===== src/rtl/exec_pkg.sv =====
// Shared types and constants for the 24-bit execute stage.
package exec_pkg;

   localparam int W        = 24;
   localparam int BUNDLE_W = 147;
   localparam int EX_MEM_W = 55;

   // ID/EX bundle field positions (LSB of each field)
   localparam int PC_LSB         = 123;
   localparam int OPTYPE_LSB     = 121;
   localparam int OPCODE_LSB     = 117;
   localparam int IMM_SRC_BIT    = 116;
   localparam int BRANCH_BIT     = 115;
   localparam int MEM_WRITE_BIT  = 114;
   localparam int MEM_TO_REG_BIT = 113;
   localparam int REG_WRITE_BIT  = 112;
   localparam int ALU_CTRL_LSB   = 108;
   localparam int RA_LSB         = 104;
   localparam int RD1_LSB        = 80;
   localparam int RB_LSB         = 76;
   localparam int RD2_LSB        = 52;
   localparam int RC_LSB         = 48;
   localparam int RD3_LSB        = 24;
   localparam int IMM_LSB        = 0;

   typedef enum logic [3:0] {
      ALU_ADD   = 4'd0,
      ALU_SUB   = 4'd1,
      ALU_AND   = 4'd2,
      ALU_OR    = 4'd3,
      ALU_XOR   = 4'd4,
      ALU_SLL   = 4'd5,
      ALU_SRL   = 4'd6,
      ALU_MUL   = 4'd7,
      ALU_PASSB = 4'd8
   } alu_op_t;

   typedef enum logic {
      ST_IDLE = 1'b0,
      ST_MUL  = 1'b1
   } mul_state_t;

   typedef struct packed {
      logic         mem_write;
      logic         mem_to_reg;
      logic         reg_write;
      logic [3:0]   rc;
      logic [W-1:0] alu_result;
      logic [W-1:0] store_data;
   } ex_mem_t;

endpackage


===== src/rtl/execute_stage_if.sv =====
// Decode-to-execute bus: ID/EX bundle, forwarding inputs, EX/MEM results.
interface execute_stage_if
   import exec_pkg::*;
#(
   parameter int W = 24
);
   logic                en;
   logic [BUNDLE_W-1:0] bufferIn;
   logic [1:0]          fwdSel1;
   logic [1:0]          fwdSel2;
   logic [1:0]          fwdSel3;
   logic [W-1:0]        fwdMem;
   logic [W-1:0]        fwdWb;
   logic                flush;
   logic                stall;
   logic                branchTaken;
   logic [W-1:0]        branchTarget;
   logic [EX_MEM_W-1:0] exMemOut;

   modport master (
      output en, bufferIn, fwdSel1, fwdSel2, fwdSel3, fwdMem, fwdWb, flush,
      input  stall, branchTaken, branchTarget, exMemOut
   );

   modport slave (
      input  en, bufferIn, fwdSel1, fwdSel2, fwdSel3, fwdMem, fwdWb, flush,
      output stall, branchTaken, branchTarget, exMemOut
   );
endinterface


===== src/rtl/shift_add_multiplier.sv =====
// Iterative shift-add multiplier: one partial-product step per enabled clock.
//
//  state   | meaning
//  --------+-------------------------------------------------
//  ST_IDLE | waiting for start; operands load on start
//  ST_MUL  | iterating; done on the step where cnt == last
module shift_add_multiplier
   import exec_pkg::*;
#(
   parameter int W          = 24,
   parameter int MUL_CYCLES = W
) (
   input  logic         clk,
   input  logic         rst,
   input  logic         en,
   input  logic         start,
   input  logic         abort,
   input  logic [W-1:0] a,
   input  logic [W-1:0] b,
   output logic         busy,
   output logic         done,
   output logic [W-1:0] product
);
   localparam int                CNT_W = $clog2(MUL_CYCLES);
   localparam logic [CNT_W-1:0] LAST  = CNT_W'(MUL_CYCLES - 1);

   mul_state_t       state_q, state_d;
   logic [CNT_W-1:0] cnt_q;
   logic [W-1:0]     acc_q, mcand_q, mplier_q, acc_next;
   logic             last;

   assign acc_next = mplier_q[0] ? acc_q + mcand_q : acc_q;
   assign busy     = (state_q == ST_MUL);
   assign last     = (cnt_q == LAST);
   assign done     = busy & en & ~abort & last;
   // the final step's addition is folded in so the product is ready on the last edge
   assign product  = acc_next;

   // state register
   always_ff @(posedge clk or posedge rst) begin
      if (rst) state_q <= ST_IDLE;
      else     state_q <= state_d;
   end

   // next-state: start only from idle; leave on last step or abort
   always_comb begin
      state_d = state_q;
      unique case (state_q)
         ST_IDLE: if (start) state_d = ST_MUL;
         ST_MUL:  if (en && (abort || last)) state_d = ST_IDLE;
         default: state_d = ST_IDLE;
      endcase
   end

   // operand load and shift-add iteration
   always_ff @(posedge clk or posedge rst) begin
      if (rst) begin
         cnt_q    <= '0;
         acc_q    <= '0;
         mcand_q  <= '0;
         mplier_q <= '0;
      end else if (start && !busy) begin
         cnt_q    <= '0;
         acc_q    <= '0;
         mcand_q  <= a;
         mplier_q <= b;
      end else if (busy && en && !abort) begin
         cnt_q    <= cnt_q + 1'b1;
         acc_q    <= acc_next;
         mcand_q  <= mcand_q << 1;
         mplier_q <= mplier_q >> 1;
      end
   end
endmodule


===== src/rtl/execute_stage.sv =====
// Execute stage: operand forwarding, ALU, branch resolve, EX/MEM register.
module execute_stage
   import exec_pkg::*;
#(
   parameter int W          = 24,
   parameter int MUL_CYCLES = W
) (
   input logic            clk,
   input logic            rst,
   execute_stage_if.slave bus
);
   logic [W-1:0] pc, rd1, rd2, rd3, imm;
   logic [W-1:0] op_a, op_b, rd2_fwd, store_data, alu_result, product;
   logic         imm_src, branch_flag, busy, done, mul_start, mul_abort, is_mul;
   logic         unused_fields;
   alu_op_t      op;
   ex_mem_t      alu_bundle, mul_out, lat_q, ex_mem_q;
   logic         branch_taken_q;
   logic [W-1:0] branch_target_q;

   function automatic logic [W-1:0] fwd_mux(input logic [1:0] sel, input logic [W-1:0] bundle,
                                            input logic [W-1:0] mem, input logic [W-1:0] wb);
      case (sel)
         2'd1:    return mem;
         2'd2:    return wb;
         default: return bundle;
      endcase
   endfunction

   // MUL yields 0 here: the real product comes from the iterative unit
   function automatic logic [W-1:0] alu(input alu_op_t f, input logic [W-1:0] a, input logic [W-1:0] b);
      case (f)
         ALU_ADD:   return a + b;
         ALU_SUB:   return a - b;
         ALU_AND:   return a & b;
         ALU_OR:    return a | b;
         ALU_XOR:   return a ^ b;
         ALU_SLL:   return (int'(b[4:0]) >= W) ? '0 : a << b[4:0];
         ALU_SRL:   return (int'(b[4:0]) >= W) ? '0 : a >> b[4:0];
         ALU_PASSB: return b;
         default:   return '0;
      endcase
   endfunction

   assign pc          = bus.bufferIn[PC_LSB  +: W];
   assign rd1         = bus.bufferIn[RD1_LSB +: W];
   assign rd2         = bus.bufferIn[RD2_LSB +: W];
   assign rd3         = bus.bufferIn[RD3_LSB +: W];
   assign imm         = bus.bufferIn[IMM_LSB +: W];
   assign imm_src     = bus.bufferIn[IMM_SRC_BIT];
   assign branch_flag = bus.bufferIn[BRANCH_BIT];
   assign op          = alu_op_t'(bus.bufferIn[ALU_CTRL_LSB +: 4]);
   assign unused_fields = ^{bus.bufferIn[OPTYPE_LSB +: 2], bus.bufferIn[OPCODE_LSB +: 4],
                            bus.bufferIn[RA_LSB +: 4], bus.bufferIn[RB_LSB +: 4]};

   assign op_a       = fwd_mux(bus.fwdSel1, rd1, bus.fwdMem, bus.fwdWb);
   assign rd2_fwd    = fwd_mux(bus.fwdSel2, rd2, bus.fwdMem, bus.fwdWb);
   assign store_data = fwd_mux(bus.fwdSel3, rd3, bus.fwdMem, bus.fwdWb);
   assign op_b       = imm_src ? imm : rd2_fwd;
   assign alu_result = alu(op, op_a, op_b);

   assign is_mul    = (op == ALU_MUL);
   assign mul_start = bus.en & ~bus.flush & ~busy & is_mul;
   assign mul_abort = bus.en & bus.flush;

   // single-cycle result bundle and the product bundle with latched control
   always_comb begin
      alu_bundle.mem_write  = bus.bufferIn[MEM_WRITE_BIT];
      alu_bundle.mem_to_reg = bus.bufferIn[MEM_TO_REG_BIT];
      alu_bundle.reg_write  = bus.bufferIn[REG_WRITE_BIT];
      alu_bundle.rc         = bus.bufferIn[RC_LSB +: 4];
      alu_bundle.alu_result = alu_result;
      alu_bundle.store_data = store_data;
      mul_out               = lat_q;
      mul_out.alu_result    = product;
   end

   shift_add_multiplier #(.W(W), .MUL_CYCLES(MUL_CYCLES)) u_mul (
      .clk     (clk),
      .rst     (rst),
      .en      (bus.en),
      .start   (mul_start),
      .abort   (mul_abort),
      .a       (op_a),
      .b       (op_b),
      .busy    (busy),
      .done    (done),
      .product (product)
   );

   // EX/MEM register; bufferIn is ignored while the multiplier is busy
   always_ff @(posedge clk or posedge rst) begin
      if (rst) begin
         ex_mem_q        <= '0;
         branch_taken_q  <= 1'b0;
         branch_target_q <= '0;
         lat_q           <= '0;
      end else if (bus.en) begin
         if (busy) begin
            ex_mem_q       <= done ? mul_out : '0;
            branch_taken_q <= 1'b0;
         end else begin
            branch_target_q <= pc + imm;
            if (bus.flush || is_mul) begin
               ex_mem_q       <= '0;
               branch_taken_q <= 1'b0;
            end else begin
               ex_mem_q       <= alu_bundle;
               branch_taken_q <= branch_flag & (alu_result == '0);
            end
            if (mul_start) begin
               lat_q            <= alu_bundle;
               lat_q.alu_result <= '0;
            end
         end
      end
   end

   assign bus.stall        = busy;
   assign bus.exMemOut     = ex_mem_q;
   assign bus.branchTaken  = branch_taken_q;
   assign bus.branchTarget = branch_target_q;
endmodule


===== src/flat_wrapper.sv =====
// flat-port wrapper written by rule: the top's interface ports become plain ports
module execute_stage_flat import exec_pkg::*;
#(
   parameter int W          = 24,
   parameter int MUL_CYCLES = W
)
  (clk, rst, bus_en, bus_bufferIn, bus_fwdSel1, bus_fwdSel2, bus_fwdSel3, bus_fwdMem, bus_fwdWb, bus_flush, bus_stall, bus_branchTaken, bus_branchTarget, bus_exMemOut);
  execute_stage_if #(.W(W)) bus_i ();
  input logic clk;
  input logic rst;
  input wire logic [$bits(bus_i.en)-1:0] bus_en;
  input wire logic [$bits(bus_i.bufferIn)-1:0] bus_bufferIn;
  input wire logic [$bits(bus_i.fwdSel1)-1:0] bus_fwdSel1;
  input wire logic [$bits(bus_i.fwdSel2)-1:0] bus_fwdSel2;
  input wire logic [$bits(bus_i.fwdSel3)-1:0] bus_fwdSel3;
  input wire logic [$bits(bus_i.fwdMem)-1:0] bus_fwdMem;
  input wire logic [$bits(bus_i.fwdWb)-1:0] bus_fwdWb;
  input wire logic [$bits(bus_i.flush)-1:0] bus_flush;
  output wire logic [$bits(bus_i.stall)-1:0] bus_stall;
  output wire logic [$bits(bus_i.branchTaken)-1:0] bus_branchTaken;
  output wire logic [$bits(bus_i.branchTarget)-1:0] bus_branchTarget;
  output wire logic [$bits(bus_i.exMemOut)-1:0] bus_exMemOut;
  assign bus_i.en = bus_en;
  assign bus_i.bufferIn = bus_bufferIn;
  assign bus_i.fwdSel1 = bus_fwdSel1;
  assign bus_i.fwdSel2 = bus_fwdSel2;
  assign bus_i.fwdSel3 = bus_fwdSel3;
  assign bus_i.fwdMem = bus_fwdMem;
  assign bus_i.fwdWb = bus_fwdWb;
  assign bus_i.flush = bus_flush;
  assign bus_stall = bus_i.stall;
  assign bus_branchTaken = bus_i.branchTaken;
  assign bus_branchTarget = bus_i.branchTarget;
  assign bus_exMemOut = bus_i.exMemOut;
  execute_stage #(.W(W), .MUL_CYCLES(MUL_CYCLES)) u_core (.clk(clk), .rst(rst), .bus(bus_i));
endmodule

===== config.mk =====
export PLATFORM = sky130hd
export DESIGN_NAME = execute_stage_flat
export DESIGN_NICKNAME = d
export VERILOG_FILES = /design/src/rtl/exec_pkg.sv /design/src/rtl/execute_stage_if.sv /design/src/rtl/shift_add_multiplier.sv /design/src/rtl/execute_stage.sv /design/src/flat_wrapper.sv
export SDC_FILE = /design/constraint.sdc
export NUM_CORES = 1
export LEC_CHECK = 0
export CORE_ASPECT_RATIO = 0.7
export CORE_MARGIN = 10
export CORE_UTILIZATION = 50
export DETAILED_ROUTE_END_ITERATION = 10
export PLACE_DENSITY_LB_ADDON = 0.2
export SYNTH_ARGS = -nofsm -noshare
export SYNTH_HDL_FRONTEND = slang
export SYNTH_SLANG_ARGS = --single-unit

===== constraint.sdc =====
create_clock -name clk -period 7.42 [get_ports clk]
set_input_delay 1.855 -clock clk [delete_from_list [all_inputs] [get_ports clk]]
set_output_delay 1.855 -clock clk [all_outputs]
set_load 0.05 [all_outputs]

Word level (Yosys, flattened, before mapping)
Index checks and enable logic that the tools add are counted.

Bitwise gates (word level): 14. Eq/ne operators: 15. Reduce and logical (&&, ||, !) cells: 13. Order comparisons: 1. Shift-type cells: 2. Muxes and demuxes: 24. Add/sub/neg operators: 5.

Operators with widths (number): $mux W24 (10); $pmux W24 S8 (1); $mux W55 (3); $pmux W24 S2 (3); $add A24 B24 Y24 (3); $and A24 B24 Y24 (1); $logic_not A24 Y1 (1); $or A24 B24 Y24 (1); $shl A24 B5 Y24 (1); $shr A24 B5 Y24 (1); $sub A24 B24 Y24 (1); $xor A24 B24 Y24 (1); $eq A4 B3 Y1 const B (4); $mux W5 (2); $and A1 B1 Y1 (8); $eq A4 B2 Y1 const B (2); $eq A2 B1 Y1 const B (3); $eq A2 B2 Y1 const B (3); $add A5 B1 Y5 const B (1); $eq A5 B5 Y1 const B (1); $ge A5 B5 Y1 const B (1); $eq A4 B1 Y1 const B (1); $eq A4 B4 Y1 const B (1); $logic_and A1 B1 Y1 (4); other kinds (9) (16).

Logic and storage cells: 92. Output and inout bits: 81. Bits in registers: 189. Bits of input ports: 205.

Longest topological paths before layout
Gate-level depths: netlist of run 1.

Depth in word-level cells: 10. Depth in mapped cells: 26. Mapped depth without buffers: 23.

Hierarchy
From an unflattened synthesis of run 1, not the netlist that was laid out.

Cell total of the unflattened synthesis: 2264. Area, all modules: 17615.6 um^2.

Modules (own cells, without submodules): execute_stage (seq. area each 2777.7 um^2, cells an instance 1652, area an instance 12605.8 um^2, instances 1); shift_add_multiplier (seq. area each 1951.9 um^2, cells an instance 612, area an instance 5009.8 um^2, instances 1).

Least setup slack after synthesis of run 1
OpenSTA, ideal clock, no wires.

Kind: input to register. From: in bus_fwdSel2[0]. To: reg u_core.branch_taken_q (netlist: u_core.bus.branchTaken). Arrival: 6.980 ns. Path slack: 0.374 ns. Buffers on the path: 4. Setup time: 0.066 ns. Cell stages on the path: 24. Required time: 7.354 ns. Path through: inv_1 > ha_1 > buf_2 > a211oi_1 > a211o_1 > buf_4 > buf_2 > buf_1 > ha_1 > nand2_1 > o21ai_0 > inv_1 > ha_1 > nor2b_1 > o2111a_1 > o41a_1 > o2111ai_2 > nand4_1 > a31oi_2 > mux2i_1 > or4_1 > or4_1 > nor3_2 > a22o_1.

Cells in the longest elaborated chain, start to end: 10. Elaborated cells between the ends (all ways): 19. Those cells by class: 2 x add/sub; 1 x order compare; 2 x eq/ne; 2 x shift; 7 x mux; 4 x bitwise; 1 x reduce/logical.

Ends and longest elaborated chain: from (decl) (RTL line flat_wrapper.sv:14) `input wire logic [$bits(bus_i.fwdSel2)-1:0] bus_fwdSel2;`; $eq A2 B2 Y1 or $eq A2 B1 Y1 (tied branches) (RTL line execute_stage.sv:23) `case (sel)`; $pmux W24 S2 * (RTL line execute_stage.sv:23); $mux W24 * (RTL line execute_stage.sv:59) `assign op_b = imm_src ? imm : rd2_fwd;`; parallel branches: the longest is 2 deep, another holds $sub A24 B24 Y24; $pmux W24 S8 * (RTL line execute_stage.sv:32) `case (f)`; $logic_not A24 Y1 * (RTL line execute_stage.sv:109) `branch_taken_q <= branch_flag & (alu_result == '0);`; $and A1 B1 Y1 * (RTL line execute_stage.sv:109); $mux W1 * (RTL line execute_stage.sv:104) `if (bus.flush || is_mul) begin`; $mux W1 * (RTL line execute_stage.sv:99) `if (busy) begin`; to (signal assigned) (RTL line execute_stage.sv:109); to (decl) (RTL line execute_stage.sv:18) `logic branch_taken_q;`.

Every way passes the cells marked *. A chain may end at the register's enable or synchronous reset.

Worst setup path after layout of run 1
Ends and elaborated chain as after synthesis.

==> flow_summary.toml, run 1 <==
[status]
outcome = "finished clean"

[sta]
final_hold_viol_count = 0
final.setup.tns_ps = 0
finClkSkew_ps = 16.2
drv_slew = 0
fin_crit_sh_pct = 94.7
rsz0062_at_grt = "no"
worst_slew_pin_slew_ps = 1210
layout_min_cycle_time_ps = 7030
fmax_mhz = 142
slew_headroom_pct = 19.5
setup_viol = 0

[worst_setup_path]
critical_path_class = "input pin to flip-flop"
critPathMaxStageDelay_ps = 500
crit_family = "simple AND/OR/NAND/NOR gates"
crit_arrival_ps = 7430
crit_fanout = 12
endpoint_kind = "flip-flop"
crit_buf_inv = 6
cpMostUsedCell = "buf_4"
required_ps = 7820
rr_worst_depth = 13
r2r_start = "u_core.u_mul.acc_q[0]"
cp_slowest_cell = "clkdlybuf4s50_1"
reg2reg_setup_slack_ps = 2970
r2r_end = "u_core.bus.exMemOut[46]"
crit_path_start_kind = "input pin"
critical_path.cell_chain = "clkdlybuf4s50_1 > inv_1 > ha_1 > buf_4 > or2_1 > buf_4 > o221ai_4 > nand2_1 > o31ai_1 > xnor2_1 > ha_1 > or3_1 > o21ai_0 > a211oi_1 > buf_4 > nor3_1 > o21ai_0 > xnor2_1 > o21ai_0 > buf_4 > nor4_1 > nand4_1 > nor3_2 > a22o_1"

[power_and_ir_drop]
seqPwrFrac_pct = 29.1
power_switching_mw = 2.06
p_sw_share_pct = 44.4
power.total_mw = 4.63
p_int_mw = 2.58
clock_power_share_pct = 21.2
power_frac_comb_pct = 49.7
ir_worst_vdd_v = 0.000159
p_leak_nw = 9.62
power_density_nw_per_um2 = 212

[clocking]
cts_made_buffers = 17
cts-root-buf = "clkbuf_16"
cts_max_level = 4
tritoncts = "built"
cts_resized = 0
clock_sinks = 189
clock_latency_ps = 470
clk_path_buf_depth = 2
cts_setup_buffers = 0
cts.clk_slew.worst_paths_ps = 80
cts_hold_buf = 0

[floorplanning]
initial_core_util_pct = 50.9
std_cell_rows = 56
die_h_um = 175
core_area_sq_um = 33600
dieArea_sq_um = 42200
die_w_um = 241
boundaryPins = 286

[finish]
drive_above_1_share_pct = 11.0
nets = 2794
design_area_sq_um = 21900
areaGrowthSynthToFinish_pct = 27.7
final_util_pct = 65.1

[yosys]
async_flop_share_pct = 100
ys_types = 82
ys_seq_area_share_pct = 27.6
yosys.area.top_type = "dfrtp_1"
synthFlopType = "dfrtp_1"
syn_area_sq_um = 17100
yosys_warnings = 0
synth_area_leaders = "dfrtp_1 (28%), ha_1 (9.7%), o21ai_0 (5.2%)"
synth_top_area_share_pct = 27.6
synth_common_cells = "nand2_1 (208), nor2_1 (194), dfrtp_1 (189)"
synth_most_common_cell = "nand2_1"
syn_avg_cell_area_sq_um = 8.11
syn_inst = 2113
synth_edf_count = 0
synth_nets = 2454
ys_ff_latch = 189

[global_route]
grt-ovfl-total = 0
grt_pass1_vias = 18500
grt_usage_pct = 35.6
antenna_found_initial = 3
grt_max_degree = 127
grt_pass1_wl_mm = 115

[hold_path]
hp-start = "u_core.lat_q[51]"
holdPathEnd = "u_core.lat_q[51]"
min_path_cells = 2
hp-class = "flip-flop to flip-flop"

[placed_design]
dpl.hpwl_mm = 60.0
portBuffers = 271
gp_congestion = 1.03
dpl-instance-area_sq_um = 21300

[drt]
detail-route-antenna-nets = 0
vias = 19300
drcViolationCount = 0
wire_per_inst_um = 26.4
drt_wl_total_mm = 76.7
drt_iter0_markers = 2722
drt_first_pass_iters = 6
viasPerCell = 6.66

[run]
drv_cap = 0
layout by cell type (no fill, tap or decap), drive strengths merged, types with 11 or more instances in the layout:
cell,count
xor2,25
nor2b,30
nand2b,22
nor4,11
a211oi,27
ha,133
a221oi,36
mux2i,82
nor2,194
buf,191
o31a,11
a221o,58
nand2,208
a22oi,93
o21ai,199
a21oi,123
clkinv,11
clkbuf,17
o31ai,12
clkdlybuf4s50,270
and3,15
a21o,20
a31oi,28
o22ai,39
nor3,41
or3,14
o211ai,24
o221ai,32
nand3,49
dfrtp,189
inv,85
xnor2,54
kinds of logic after synthesis:
group	Yosys count	synth area share, %
adders and majority gates	136	10.1
xor gates and xnor gates	79	4.04
DFF	189	27.6
muxes	89	5.25
and+or+nand+nor	634	17.0
buffers and inverters	222	5.26
AOI/OAI and AO/OA	764	30.7
worst max-delay path by stage:
stage	start	endpoint	slack [ps]	depth (start not counted)
after detailed placement	bus_fwdSel2[0]	u_core.bus.branchTaken	60	21
after CTS	bus_fwdSel2[0]	u_core.bus.branchTaken	540	21
after global placement	bus_fwdSel2[0]	u_core.bus.branchTaken	150	25
after global routing	bus_fwdSel2[0]	u_core.bus.branchTaken	80	23
after floorplan	bus_fwdSel2[0]	u_core.bus.branchTaken	370	24
final	bus_fwdSel2[0]	u_core.bus.branchTaken	390	24
worst register-to-register path, stage by stage (launching register included):
cell and delay, ps:
dfrtp_1 410, ha_1 240, fa_1 430, a211o_1 280
o211ai_1 160, a2111oi_0 260, o311ai_0 480, a21boi_0 260
o21ai_0 590, o21ai_0 310, a31oi_1 260, xor2_1 210
mux2i_1 100, a221o_1 340
per-stage QoR:
step,instances,hold WS [ps],setup slack (ps)
global placement,2869,452,150
global route,2901,505,82.3
detailed placement,2869,466,60.2
CTS,2900,486,537
finish,2902,483,393
floorplan,2113,438,374
power groups by stage:
stage / combinational, mW / clock (mW) / sequential (mW)
2_1_floorplan: 1.19 / 0 / 1.52
3_3_place_gp: 2.19 / 0 / 1.35
3_5_place_dp: 2.24 / 0 / 1.36
4_1_cts: 2.25 / 0.993 / 1.34
5_1_grt: 2.46 / 1.03 / 1.37
6_report: 2.30 / 0.983 / 1.35
metal layers:
layer	vias up	track usage, %	wire (um)
met4	0	9.96	1940
met1	9382	49.4	32200
met5	-	0	0
li1	8628	-	-
met2	1181	51.4	32500
met3	143	11.9	9980
layout make-up:
class                      count  area (sq um)
clock inverter                14           185
tap                          435           544
clock buffer                  17           425
multi-input combinational   1702         11500
inverter                      82           315
fill                        2831         11700
sequential                   189          4730
timing repair buffer         461          4130
antenna                        2          5.00
state kept, by name, indices dropped and copies added, names as in the netlist:
register,count
u_core.u_mul.cnt_q,5
u_core.bus.branchTaken,1
u_core.lat_q,31
u_core.bus.branchTarget,24
u_core.bus.exMemOut,55
u_core.u_mul.busy,1
u_core.u_mul.acc_q,24
u_core.u_mul.mcand_q,24
u_core.u_mul.mplier_q,24
Power figures use the tool's default switching activity.
==> run 2: changes to the inputs <==
CTS_BUF_LIST = sky130_fd_sc_hd__clkbuf_8   (was default)
clock period = 6.25 ns   (was 7.42 ns; I/O delays follow)
==> flow_summary.toml, run 2 (same netlist as run 1, synthesis figures left out) <==
[floorplanning]
core_area_sq_um = 33600
dieArea_sq_um = 42200
initial_core_util_pct = 50.9
std_cell_rows = 56
die_w_um = 241
boundaryPins = 286
die_h_um = 175

[finish]
nets = 2962
drive_above_1_share_pct = 18.4
design_area_sq_um = 23200
layout_common_cells = "buf_4 (353), clkdlybuf4s50_1 (268), nand2_1 (206)"
layout_commonest_cell = "buf_4"
final_util_pct = 69.1
areaGrowthSynthToFinish_pct = 35.6
largest_reg_flops = 55
fillers = 2721

[power_and_ir_drop]
ir_worst_vdd_v = 0.000178
p_leak_nw = 10.4
power_density_nw_per_um2 = 237
power.total_mw = 5.51

[worst_setup_path]
cp_slowest_cell = "or4_4"
crit_path_start_kind = "input pin"
startpoint = "bus_fwdSel2[1]"
r2r_start = "u_core.u_mul.acc_q[0]"
crit_fanout = 6
crit_arrival_ps = 6560
critPathMaxStageDelay_ps = 550
required_ps = 6720
critical_path.cell_chain = "dlygate4sd2_1 > ha_4 > buf_4 > nor3b_2 > a211o_1 > ha_1 > nand2_1 > o21ai_2 > inv_1 > ha_1 > nor2b_1 > o2111a_1 > o41a_1 > o2111ai_2 > nand4_1 > a31oi_2 > mux2i_1 > or4_4 > or4_4 > nor3_2 > a22o_1"
endpoint_kind = "flip-flop"
critical_path_class = "input pin to flip-flop"

[sta]
fin_crit_sh_pct = 97.4
drv_slew = 0
setup_viol = 0
final_hold_viol_count = 0
fmax_mhz = 164
layout_min_cycle_time_ps = 6090
finClkSkew_ps = 29.8
rsz0062_at_grt = "no"
hold_slack_ps = 478
slew_headroom_pct = 28.0
worst_slew_pin_slew_ps = 1080

[status]
outcome = "finished clean"

[drt]
drcViolationCount = 0
drt_first_pass_iters = 6
wl_met2_mm = 33.8
viasPerCell = 6.57
routedLengthMet1_mm = 33.0
detail-route-antenna-nets = 0
wire_per_inst_um = 26.0
vias = 20200
highest_layer = "met5"
dr_wl_met3_mm = 10.9
drt_wl_total_mm = 79.8
drt_iter0_markers = 2787

[clocking]
clock_latency_ps = 550
clock_sinks = 189
tritoncts = "built"
cts.clk_slew.worst_paths_ps = 110
cts-root-buf = "clkbuf_8"
clk_path_buf_depth = 2
cts_made_buffers = 17
cts_max_level = 4

[global_route]
antenna_found_initial = 3
grt-ovfl-total = 0
grt_usage_pct = 37.0
grt_pass1_wl_mm = 119
grt_max_degree = 107
grt_pass1_vias = 19300

[placed_design]
dpl-instance-area_sq_um = 22400
gp_congestion = 1.06
dpl.hpwl_mm = 62.9
portBuffers = 271

[run]
drv_cap = 0

[hold_path]
hp-start = "u_core.lat_q[51]"
hp-class = "flip-flop to flip-flop"
[run 2: changes by cell type in the layout (fill, tap and decap cells not counted), moves of 4 or more]
cell,previous run,this run
buf_4,190,353
clkbuf_8,0,18
clkbuf_16,17,0
a221oi_1,35,29
a221oi_2,1,7
a21oi_1,123,119
[run 2: routing by layer]
layer / track usage (%) / vias to the layer above
li1: - / 8964
met4: 10.2 / 2
met2: 53.5 / 1318
met5: 0 / -
met1: 50.7 / 9749
met3: 13.2 / 142
[run 2: worst paths after layout]
kind                       cells past startpoint  slack, ps                          to
max reg2reg                                   13       1660     u_core.bus.exMemOut[46]
min                                            2        480            u_core.lat_q[51]
max                                           21        160      u_core.bus.branchTaken
min in group asynchronous                      2       1400  u_core.bus.branchTarget[2]
max in group asynchronous                      3       3560    u_core.u_mul.mplier_q[1]
min reg2reg                                    2        480            u_core.lat_q[51]
[run 2: per-stage QoR]
stage	std cells	TNS, ps	setup WS [ps]
after floorplan	2113	-464	-381
after global placement	3021	-3980	-738
after detailed placement	3021	-5480	-853
after CTS	3056	0	15.4
after global routing	3071	0	53.4
final	3071	0	161
[run 2: cell type report]
cell class / instances / area [sq um] / area share (%)
repair buffers: 629 / 5430 / 23.4
multi-input cells: 1702 / 11800 / 50.7
diodes: 2 / 5.00 / 0.0215
well taps: 435 / 544 / 2.34
inverters: 82 / 312 / 1.34
clock inverters: 14 / 183 / 0.786
flip-flops and latches: 189 / 4730 / 20.4
clock buffers: 18 / 248 / 1.07
[run 2: power by group]
part / switching (mW) / total (mW) / internal [mW]
combinational: 1.73 / 2.98 / 1.26
clock: 0.588 / 0.912 / 0.324
sequential: 0.175 / 1.61 / 1.44
total: 2.49 / 5.51 / 3.02
[run 2: critical path, delay by kind of cell]
kind | cells | cell delay (ps)
buf+inv | 3 | 480
fa+ha+maj | 3 | 860
simple gates | 7 | 1720
mux | 1 | 120
compound gates | 7 | 1810
[run 2: repair_timing]
item	in CTS	in global routing
setup buffers	3	13
gates resized for setup	18	42
endpoints found under the setup margin	5	7
pin swaps	11	39
hold buffers	0	0
==> run 3: changes to the inputs <==
CAP_MARGIN = 20   (was default)
==> results of run 3 <==
Same layout as run 2: the final DEF is identical, and so are final timing and power.
